### src/rtl/muldiv_unit.sv
// Iterative RV32M multiply/divide unit.
// Operands are reduced to magnitudes at capture; one shift-add (multiply) or
// restoring (divide) step runs per cycle for XLEN cycles, the sign is applied
// on the final step, and the write-back fields are registered with DONE.
module muldiv_unit #(
  parameter int XLEN = 32
) (
  input  logic            clk,
  input  logic            rst_n,
  input  logic            start,
  input  logic [2:0]      op,
  input  logic [XLEN-1:0] rs1_val,
  input  logic [XLEN-1:0] rs2_val,
  input  logic [4:0]      rd_addr,
  output logic            busy,
  output logic            done,
  output logic            wb_we,
  output logic [4:0]      wb_addr,
  output logic [XLEN-1:0] wb_data
);

  localparam int CW = $clog2(XLEN);

  typedef enum logic [1:0] {
    ST_IDLE = 2'd0,
    ST_CALC = 2'd1,
    ST_DONE = 2'd2
  } state_t;

  state_t              state_r, state_nx_s;
  logic [CW-1:0]       count_r;
  logic [2:0]          op_r;
  logic [4:0]          rd_r;
  logic [XLEN-1:0]     opnd_r;     // multiplicand (MUL*) or divisor (DIV*/REM*)
  logic [2*XLEN-1:0]   acc_r;      // {partial product | remainder, multiplier | quotient}
  logic                neg_r;      // negate the selected result on finish

  logic                sgn1_s, sgn2_s, n1_s, n2_s, div_zero_s, neg_cap_s;
  logic [XLEN-1:0]     mag1_s, mag2_s, opnd_cap_s;
  logic [2*XLEN-1:0]   acc_cap_s, acc_nx_s, prod_s;
  logic [XLEN:0]       sum_s, top_s;
  logic [XLEN-1:0]     diff_s, res_s;
  logic                borrow_s, last_s;

  // Two's-complement negate when n is set (XLEN wide).
  function automatic logic [XLEN-1:0] neg_if(input logic n, input logic [XLEN-1:0] v);
    neg_if = n ? (~v + {{(XLEN-1){1'b0}}, 1'b1}) : v;
  endfunction

  // Two's-complement negate when n is set (2*XLEN wide).
  function automatic logic [2*XLEN-1:0] neg2_if(input logic n, input logic [2*XLEN-1:0] v);
    neg2_if = n ? (~v + {{(2*XLEN-1){1'b0}}, 1'b1}) : v;
  endfunction

  // Capture decode: signedness, magnitudes and the sign to apply at finish.
  // Divide-by-zero keeps the quotient positive so DIV yields all ones; the
  // remainder naturally equals the dividend. DIV overflow needs no override:
  // |-2^(XLEN-1)| / 1 with matching signs already gives -2^(XLEN-1), rem 0.
  always_comb begin
    sgn1_s = 1'b0;
    sgn2_s = 1'b0;
    case (op)
      3'd0, 3'd1, 3'd4, 3'd6: begin sgn1_s = 1'b1; sgn2_s = 1'b1; end
      3'd2:                   begin sgn1_s = 1'b1; sgn2_s = 1'b0; end
      default:                begin sgn1_s = 1'b0; sgn2_s = 1'b0; end
    endcase
    n1_s       = sgn1_s & rs1_val[XLEN-1];
    n2_s       = sgn2_s & rs2_val[XLEN-1];
    mag1_s     = neg_if(n1_s, rs1_val);
    mag2_s     = neg_if(n2_s, rs2_val);
    div_zero_s = (rs2_val == {XLEN{1'b0}});
    case (op)
      3'd4, 3'd5: neg_cap_s = (n1_s ^ n2_s) & ~div_zero_s;
      3'd6, 3'd7: neg_cap_s = n1_s;
      default:    neg_cap_s = n1_s ^ n2_s;
    endcase
    if (op[2]) begin
      opnd_cap_s = mag2_s;
      acc_cap_s  = {{XLEN{1'b0}}, mag1_s};
    end else begin
      opnd_cap_s = mag1_s;
      acc_cap_s  = {{XLEN{1'b0}}, mag2_s};
    end
  end

  // One iteration step and the finished result derived from it.
  always_comb begin
    sum_s    = {1'b0, acc_r[2*XLEN-1:XLEN]} + {1'b0, (acc_r[0] ? opnd_r : {XLEN{1'b0}})};
    top_s    = {acc_r[2*XLEN-1:XLEN], acc_r[XLEN-1]};
    borrow_s = (top_s < {1'b0, opnd_r});
    diff_s   = top_s[XLEN-1:0] - opnd_r;
    if (op_r[2]) begin
      if (borrow_s) begin
        acc_nx_s = {top_s[XLEN-1:0], acc_r[XLEN-2:0], 1'b0};
      end else begin
        acc_nx_s = {diff_s, acc_r[XLEN-2:0], 1'b1};
      end
    end else begin
      acc_nx_s = {sum_s, acc_r[XLEN-1:1]};
    end
    prod_s = neg2_if(neg_r, acc_nx_s);
    case (op_r)
      3'd0:       res_s = prod_s[XLEN-1:0];
      3'd1, 3'd2,
      3'd3:       res_s = prod_s[2*XLEN-1:XLEN];
      3'd4, 3'd5: res_s = neg_if(neg_r, acc_nx_s[XLEN-1:0]);
      3'd6, 3'd7: res_s = neg_if(neg_r, acc_nx_s[2*XLEN-1:XLEN]);
      default:    res_s = {XLEN{1'b0}};
    endcase
    last_s = (count_r == CW'(XLEN - 1));
  end

  // State register.
  always_ff @(posedge clk or negedge rst_n) begin
    if (!rst_n) begin
      state_r <= ST_IDLE;
    end else begin
      state_r <= state_nx_s;
    end
  end

  // Next-state logic: IDLE -> CALC on start, CALC -> DONE after XLEN steps, DONE -> IDLE.
  always_comb begin
    state_nx_s = state_r;
    case (state_r)
      ST_IDLE: begin
        if (start) state_nx_s = ST_CALC;
        else       state_nx_s = ST_IDLE;
      end
      ST_CALC: begin
        if (last_s) state_nx_s = ST_DONE;
        else        state_nx_s = ST_CALC;
      end
      ST_DONE: state_nx_s = ST_IDLE;
      default: state_nx_s = ST_IDLE;
    endcase
  end

  // Datapath and registered outputs: capture, iterate, publish the result.
  always_ff @(posedge clk or negedge rst_n) begin
    if (!rst_n) begin
      count_r <= {CW{1'b0}};
      op_r    <= 3'd0;
      rd_r    <= 5'd0;
      opnd_r  <= {XLEN{1'b0}};
      acc_r   <= {(2*XLEN){1'b0}};
      neg_r   <= 1'b0;
      busy    <= 1'b0;
      done    <= 1'b0;
      wb_we   <= 1'b0;
      wb_addr <= 5'd0;
      wb_data <= {XLEN{1'b0}};
    end else begin
      case (state_r)
        ST_IDLE: begin
          if (start) begin
            op_r    <= op;
            rd_r    <= rd_addr;
            opnd_r  <= opnd_cap_s;
            acc_r   <= acc_cap_s;
            neg_r   <= neg_cap_s;
            count_r <= {CW{1'b0}};
            busy    <= 1'b1;
          end
        end
        ST_CALC: begin
          acc_r   <= acc_nx_s;
          count_r <= count_r + CW'(1);
          if (last_s) begin
            done    <= 1'b1;
            wb_we   <= (rd_r != 5'd0);
            wb_addr <= rd_r;
            wb_data <= res_s;
          end
        end
        ST_DONE: begin
          done  <= 1'b0;
          wb_we <= 1'b0;
          busy  <= 1'b0;
        end
        default: begin
          done  <= 1'b0;
          wb_we <= 1'b0;
          busy  <= 1'b0;
        end
      endcase
    end
  end

endmodule

### config.mk
export PLATFORM = sky130hd
export DESIGN_NAME = muldiv_unit
export DESIGN_NICKNAME = d
export VERILOG_FILES = /design/src/rtl/muldiv_unit.sv
export SDC_FILE = /design/constraint.sdc
export NUM_CORES = 1
export LEC_CHECK = 0
export ABC_AREA = 1
export CORE_ASPECT_RATIO = 1.75
export CORE_UTILIZATION = 60
export CTS_BUF_LIST = sky130_fd_sc_hd__clkbuf_16
export CTS_CLUSTER_DIAMETER = 30
export DETAILED_ROUTE_END_ITERATION = 6
export PLACE_DENSITY_LB_ADDON = 0.3
export SLEW_MARGIN = 30
export SYNTH_ARGS = -nofsm -noshare
export SYNTH_HDL_FRONTEND = slang
export SYNTH_SLANG_ARGS = --single-unit
### constraint.sdc
create_clock -name clk -period 4.59 [get_ports clk]
set_clock_uncertainty 0.05 [all_clocks]
set_input_delay 0.459 -clock clk [delete_from_list [all_inputs] [get_ports clk]]
set_output_delay 0.459 -clock clk [all_outputs]
set_load 0.01 [all_outputs]
==> results.md, run 1 <==
- Outcome: did not finish
- Failing step: 5_1_grt
- First Err: [ERROR GRT-0116] Global routing finished with congestion. Check the congestion regions in the DRC Viewer.
- # port buffers: 114
- Global Route Usage Sum: 0.640
- Num CTS Buffers: 17
- Cell Rows: 82
- Synth unique cells: 58
- Placed cell areas: between 15000 and 20000 µm²
- Largest net degree at the start of global routing: 70
- GPL Wtd Cong: 1.12
- Top_reg_cell synth: dfrtp_1
- Vias in the first global route: roughly 22000
- First-pass GRT wire length: 137 mm
- Cell taking the most area after synthesis: dfrtp_1
- Synthesized netlist cell count: 2895
- Async set or reset register ratio after synthesis: 1.00
- Final HPWL DP: between 60 and 70 mm
- Grt ovf: 4
- Synth top area share: 0.219
- Clk buf depth: 2
- Die W: 131 µm
- Cell area after synthesis: 17300 µm²
- Die H: approximately 230 µm
- Most common cell in the netlist: nand2_1
- Number of gates resized after cts: 0
- #FFs+latches synth: 152
- Area contributors post-synth: dfrtp_1 (22%), nand2_1 (19%), inv_1 (9.8%)
- Root Buffer: clkbuf_16
- IO Pins: 115
- # H-tree levels: 4
- Sequential share of the synthesized area: 0.219
- Clock Sinks: 152
- Syn Area/Cell: between 5 and 6 µm²
- Synth top cells by count: nand2_1 (893), inv_1 (454), nor2_1 (246)
- Mapped Nets: 3042
- Initial core utilization: 0.608
- Post-synth EDFFs: 0
- Syn. warnings: 0
==> kinds of logic after synthesis <==
kind of cell | count (synthesis) | share of synthesized area
mux | 1 | 0.000577
xor+xnor | 105 | 0.0530
simple gates | 1577 | 0.399
flops | 152 | 0.219
compound gates | 423 | 0.146
buf+inv | 565 | 0.129
fa+ha+maj | 72 | 0.0528
==> per-stage QoR <==
| stage | setup slack [ns] | cells |
|---|---|---|
| after global placement | 0.485 | 3372 |
| after CTS | 0.399 | 3405 |
| after floorplan | 1.12 | 2895 |
| after detailed placement | 0.408 | 3372 |
==> layer usage <==
metal | track usage | GRT overflow
met1 | 0.648 | 1
met2 | 0.848 | 1
met3 | 0.403 | 0
met4 | 0.651 | 2
met5 | 0.114 | 0
==> timing repair <==
item                      in CTS
hold buffers                   1
buffers inserted               0
hold endpoints to repair      23
==> run 2: changes to the inputs <==
CORE_ASPECT_RATIO = default   (was 1.75)
CORE_UTILIZATION = 40   (was 60)
CTS_BUF_LIST = default   (was sky130_fd_sc_hd__clkbuf_16)
CTS_CLUSTER_DIAMETER = default   (was 30)
PLACE_DENSITY_LB_ADDON = 0.15   (was 0.3)
==> results.md, run 2 <==
- # H-tree levels: 4 (unchanged)
- Max-Cap Viols: 0
- Synth top cells by count: nand2_1 (893), inv_1 (454), nor2_1 (246)
- Final Cycle Share: 0.934
- GPL Wtd Cong: 1.05 (-5.8%)
- Setup crit end kind: flip-flop
- Endpoints failing hold: 0
- Reg2reg start: opnd_r[14]
- Largest family of logic cells by synthesized area: simple AND/OR/NAND/NOR gates
- R2R Setup Slk: 0.30 ns
- Cell count of the worst reg-to-reg path: 25
- Synth top area share: 0.219 (unchanged)
- Worst-path clk slew: 0.07 ns
- Via-per-instance ratio: 5.53
- Slew @ Worst Pin: 1.00 ns
- Async set or reset register ratio after synthesis: 1.00 (unchanged)
- Cell taking the most area after synthesis: dfrtp_1
- Synth Area in Adders: 0.0528 (unchanged)
- Die H: 210 µm (-7.4%)
- First-pass GRT wire length: 122 mm
- Sequential share of the synthesized area: 0.219 (unchanged)
- CTS tree: yes
- Critical path class: reg2reg
- #FFs+latches synth: 152 (unchanged)
- Synth Area in Simple Gates: 0.399 (unchanged)
- Top_reg_cell synth: dfrtp_1
- Initial DRC count: 2209
- Setup TNS: 0 ns
- Mapped Nets: 3042 (unchanged)
- Upper clock frequency limit: approximately 230 MHz
- IO Pins: 115 (unchanged)
- # port buffers: 114 (unchanged)
- Area contributors post-synth: dfrtp_1 (22%), nand2_1 (19%), inv_1 (9.8%)
- Final HPWL DP: 66.5 mm (+6.6%)
- Final Slew Violations: 0
- WP data arrival: 4.58 ns
- Die W: 210 µm (+61%)
- Vias in the first global route: 19353
- Crit path launch type: flip-flop
- Top delay family on crit path: simple AND/OR/NAND/NOR gates
- Max FFs per register: 64
- Area delta synth->final: 17.8%
- Wire per inst: 22.3 µm
- Critical path's largest stage delay: 0.48 ns
- Clk buf depth: 2 (unchanged)
- Num CTS Buffers: 17 (unchanged)
- Grt ovf: 0
- Cell area after synthesis: 17300 µm² (unchanged)
- Worst-skew pair later-pin latency: 0.47 ns
- Final net count: 3214
- Crit path depth: 25
- Synth Area in Compound Gates: 0.146 (unchanged)
- Drt total wl: 81.4 mm
- Synthesized netlist cell count: 2895 (unchanged)
- Initial antenna violation count: 4
- Tmin final: ~4.3 ns
- Core Region: 42300 µm²
- Global Route Usage Sum: 0.371
- Min-delay worst type: in2async
- Clock Sinks: 152 (unchanged)
- Post-synth EDFFs: 0 (unchanged)
- Initial core utilization: 0.410 (-0.198)
- Largest net degree at the start of global routing: 94
- Worst rel slew slack: 0.326
- Most frequent CP cell: nand2_1
- DRT Pass-1 Iters: 7
- Antenna viol nets, final: 0
- Slowest CP cell: dfrtp_1
- Outcome: complete, no violations
- Crit-path max FO: 13
- Syn Area/Cell: 5.99 µm² (unchanged)
- Post-Synth XOR/XNOR Area: 0.0530 (unchanged)
- Synth unique cells: 58 (unchanged)
- Highest-count cells in the layout ignoring fill and taps: nand2_1 (893), inv_1 (451), nand3_1 (244), nor2_1 (242), o21ai_0 (149)
- R2r endpoint: wb_data[8]
- Die area: 44200 µm²
- Fill cells: 4514
- Critical path buffer and inverter count: 3
- Largest reg by FF count: acc_r
- RSZ-0062 raised after global routing: false
- Most common cell in the netlist: nand2_1
- Setup-failing EPs final: 0
- Mux contribution to synthesized area: 0.000577 (unchanged)
- Layout cells sized above 1: 0.0981
- Syn. warnings: 0 (unchanged)
- Routed via count: a little over 20000
- Root Buffer: clkbuf_16
- Worst path required time: about 4.9 ns
- Cell Rows: 75 (-8.5%)
- Commonest non-fill, non-tap cell in the layout: nand2_1
- Post-route DRC violation count: 0
- Largest regs: acc_r x64, opnd_r x32, wb_data x32
-- run 2: cell counts after synthesis --
Identical to the previous run, type by type.
-- run 2: cell type report --
type / instances / area [µm²] / area share
multi-input combinational: 2178 / 11300 / 0.555
sequential: 152 / 3810 / 0.187
timing repair buffer: 244 / 2150 / 0.105
inverter: 474 / 1780 / 0.0871
tap: 577 / 722 / 0.0354
clock buffer: 20 / 447 / 0.0219
clock inverter: 10 / 170 / 0.00833
antenna: 1 / 2.50 / 0.000123
-- run 2: per-layer routing --
metal  GRT usage  wire (µm)
met5           0         33
met4       0.169       3800
met3      0.0518       6200
met2       0.598      36600
met1       0.492      34800
-- run 2: worst max-delay path by stage --
stage | from | end
6_report | opnd_r[14] | wb_data[8]
5_1_grt | acc_r[0] | wb_data[27]
4_1_cts | acc_r[0] | wb_data[27]
3_5_place_dp | acc_r[0] | wb_data[27]
3_3_place_gp | acc_r[52] | wb_data[27]
2_1_floorplan | acc_r[38] | wb_data[26]
-- run 2: logic make-up after synthesis --
family | after synthesis
and+or+nand+nor | 1577
muxes | 1
xor gates and xnor gates | 105
buffers and inverters | 565
adders and majority gates | 72
AOI/OAI and AO/OA | 423
DFF | 152
-- run 2: metrics by stage --
step	hold slack [ns]	cells	instance area (µm²)	utilization	setup slack, ns
finish	0.0502	3656	20400	0.482	0.304
global route	0.111	3655	20400	0.482	0.0186
CTS	0.112	3655	20400	0.482	0.303
detailed placement	0.415	3625	19800	0.467	0.334
global placement	0.409	3625	19800	0.467	0.328
floorplan	0.113	2895	17300	-	1.12
-- run 2: timing repair --
item,CTS,global route
buffers inserted,0,0
hold endpoints to repair,0,0
hold buffers,0,0
resized for setup,0,7
endpoints found under the setup margin,0,9
Power of run 2 is left out: the tool's default activity adds up to more than one toggle a clock period on the data nets, which glitch-free logic cannot reach.
==> run 3: changes to the inputs <==
REMOVE_ABC_BUFFERS = 1   (was default)
==> results.md, run 3 (synthesis results as in run 2) <==
- Outcome: complete, but fails checks
- Failing checks: negative hold slack
- Vias in the first global route: 19448 (+0.49%)
- Crit path launch type: flip-flop
- Root Buffer: clkbuf_16
- Most frequent CP cell: nand3_1
- # H-tree levels: 4 (unchanged)
- Largest reg by FF count: acc_r
- Global Route Usage Sum: 0.376 (+0.00426)
- Endpoints failing hold: 13 (+13)
- Initial antenna violation count: 3 (-1)
- Final HPWL DP: 67.2 mm (+1.1%)
- First-pass GRT wire length: 122 mm (+0.54%)
- Antenna viol nets, final: 0 (unchanged)
- Critical path's largest stage delay: 0.52 ns (+0.04 ns)
- # port buffers: 114 (unchanged)
- Upper clock frequency limit: 235 MHz (+0.84%)
- Setup crit end kind: flip-flop
- Final Util: 0.479 (-0.00367)
- Final instance area: 20300 µm² (-0.76%)
- RSZ-0062 raised after global routing: false
- Number of gates resized after cts: 0 (unchanged)
- Clock Sinks: 152 (unchanged)
- Slowest CP cell: dfrtp_1
- Met3 routed WL: 6.57 mm (+6.1%)
- Die H: 210 µm (unchanged)
- IO Pins: 115 (unchanged)
- Max-Cap Viols: 0 (unchanged)
- Max layer used: met4
- Commonest non-fill, non-tap cell in the layout: nand2_1
- Die area: 44200 µm² (unchanged)
- Post-route DRC violation count: 0 (unchanged)
- Drt total wl: 81.5 mm (+0.14%)
- Crit-path max FO: 5 (-8)
- Fin Hold WS: -0.0101 ns (-0.0603 ns)
- Cell Rows: 75 (unchanged)
- Final Cycle Share: 0.926 (-0.00779)
- Critical path class: reg2reg
- Largest regs: acc_r x64, opnd_r x32, wb_data x32
- Final Slew Violations: 0 (unchanged)
- Top delay family on crit path: simple AND/OR/NAND/NOR gates
- Slew @ Worst Pin: 1.06 ns (+0.0582 ns)
- Worst-skew pair later-pin latency: 0.50 ns (+0.03 ns)
- Worst-path clk slew: 0.08 ns (about the same)
- Tmin final: 4.25 ns (-0.0358 ns)
- Area delta synth->final: 16.9%
- Post-CTS Setup Inserts: 0 (unchanged)
- Initial DRC count: 2242 (+1.5%)
- Worst path required time: 4.92 ns (+0.04 ns)
- Final net count: 3203 (-0.34%)
- Worst rel slew slack: 0.287 (-0.0392)
- Layout cells sized above 1: 0.0938 (-0.00427)
- CTS Hold Bufs: 0 (unchanged)
- Routed via count: 20265 (+0.22%)
- Num CTS Buffers: 17 (unchanged)
- GPL Wtd Cong: 1.02 (-3.0%)
- Wire per inst: 22.3 µm (+0.36%)
- Largest net degree at the start of global routing: 87 (-7.4%)
- Clk buf depth: 2 (unchanged)
- Highest-count cells in the layout ignoring fill and taps: nand2_1 (893), inv_1 (454), nand3_1 (244), nor2_1 (242)
- Core Region: 42300 µm² (unchanged)
- Grt ovf: 0 (unchanged)
- CTS tree: yes
- Die W: 210 µm (unchanged)
- Placed cell areas: 19700 µm² (-0.48%)
- DRT Pass-1 Iters: 6 (-1)
- Min-delay worst type: in2async
- Via-per-instance ratio: 5.56 (+0.44%)
- Metal2 WL: 36.2 mm (-1.1%)
- Setup-failing EPs final: 0 (unchanged)
- WP data arrival: 4.58 ns (about the same)
- M1 WL: 34.9 mm (+0.28%)
- Critical path buffer and inverter count: 3 (unchanged)
- Max FFs per register: 64 (unchanged)
- Initial core utilization: 0.410 (unchanged)
[run 3: cell types whose count changed in the layout (fill, tap and decap cells not counted), moves of 2 or more]
| cell | before | now |
|---|---|---|
| inv_2 | 19 | 16 |
| buf_4 | 128 | 118 |
| dfrtp_1 | 148 | 150 |
| dfrtp_2 | 3 | 1 |
| bufinv_16 | 4 | 0 |
| inv_1 | 451 | 454 |
| inv_8 | 0 | 3 |
| clkinv_8 | 0 | 2 |
[run 3: worst register-to-register path, stage by stage (launching register included)]
cell and delay [ns]:
dfrtp_1 0.52, inv_1 0.09, ha_1 0.37, nand2_1 0.15, inv_1 0.07, a21oi_1 0.21, nand2_1 0.12, inv_1 0.10
nand2_2 0.09, nand2_4 0.14, nand3_2 0.13, nand2_2 0.12, ha_1 0.18, nand3_2 0.12, nor2_4 0.17, nand4_4 0.13
nor2_4 0.14, nand3_2 0.11, nor2_2 0.15, nand3_1 0.11, nand2_1 0.12, nand2_2 0.18, nor2_4 0.19, nand3_1 0.09
nand3_1 0.09, nand3_1 0.07, nand3_1 0.08, nand2_1 0.05
[run 3: area by class of cell]
type,count,area (µm²)
multi-input cells,2178,11300
fillers,4526,22100
flip-flops and latches,152,3810
well taps,577,722
diodes,2,5.00
inverters,474,1780
clock buffers,19,443
repair buffers,233,2050
clock inverters,13,134
[run 3: routing by layer]
metal,vias up,track usage
met5,-,0
met4,0,0.180
met3,167,0.0617
met2,917,0.595
met1,9565,0.497
li1,9616,-
[run 3: worst paths after layout]
path	slack, ns	from	to	depth (start not counted)
max	0.34	opnd_r[16]	wb_data[18]	27
min	-0.01	rst_n	wb_data[25]	1
max reg2reg	0.34	opnd_r[16]	wb_data[18]	27
min reg2reg	0.42	wb_addr[3]	wb_addr[3]	2
max in group asynchronous	3.51	rst_n	opnd_r[3]	2
min in group clk	0.42	wb_addr[3]	wb_addr[3]	2
[run 3: stage by stage]
stage / setup TNS (ns) / setup slack, ns / cells / hold slack (ns)
after CTS: 0 / 0.423 / 3646 / 0.0222
final: 0 / 0.340 / 3648 / -0.0101
after global routing: 0 / 0.00162 / 3647 / 0.0534
after floorplan: -33.90 / -1.25 / 2804 / 0.113
after global placement: 0 / 0.451 / 3614 / 0.410
after detailed placement: 0 / 0.442 / 3614 / 0.409
Power of run 3 is left out for the same reason.
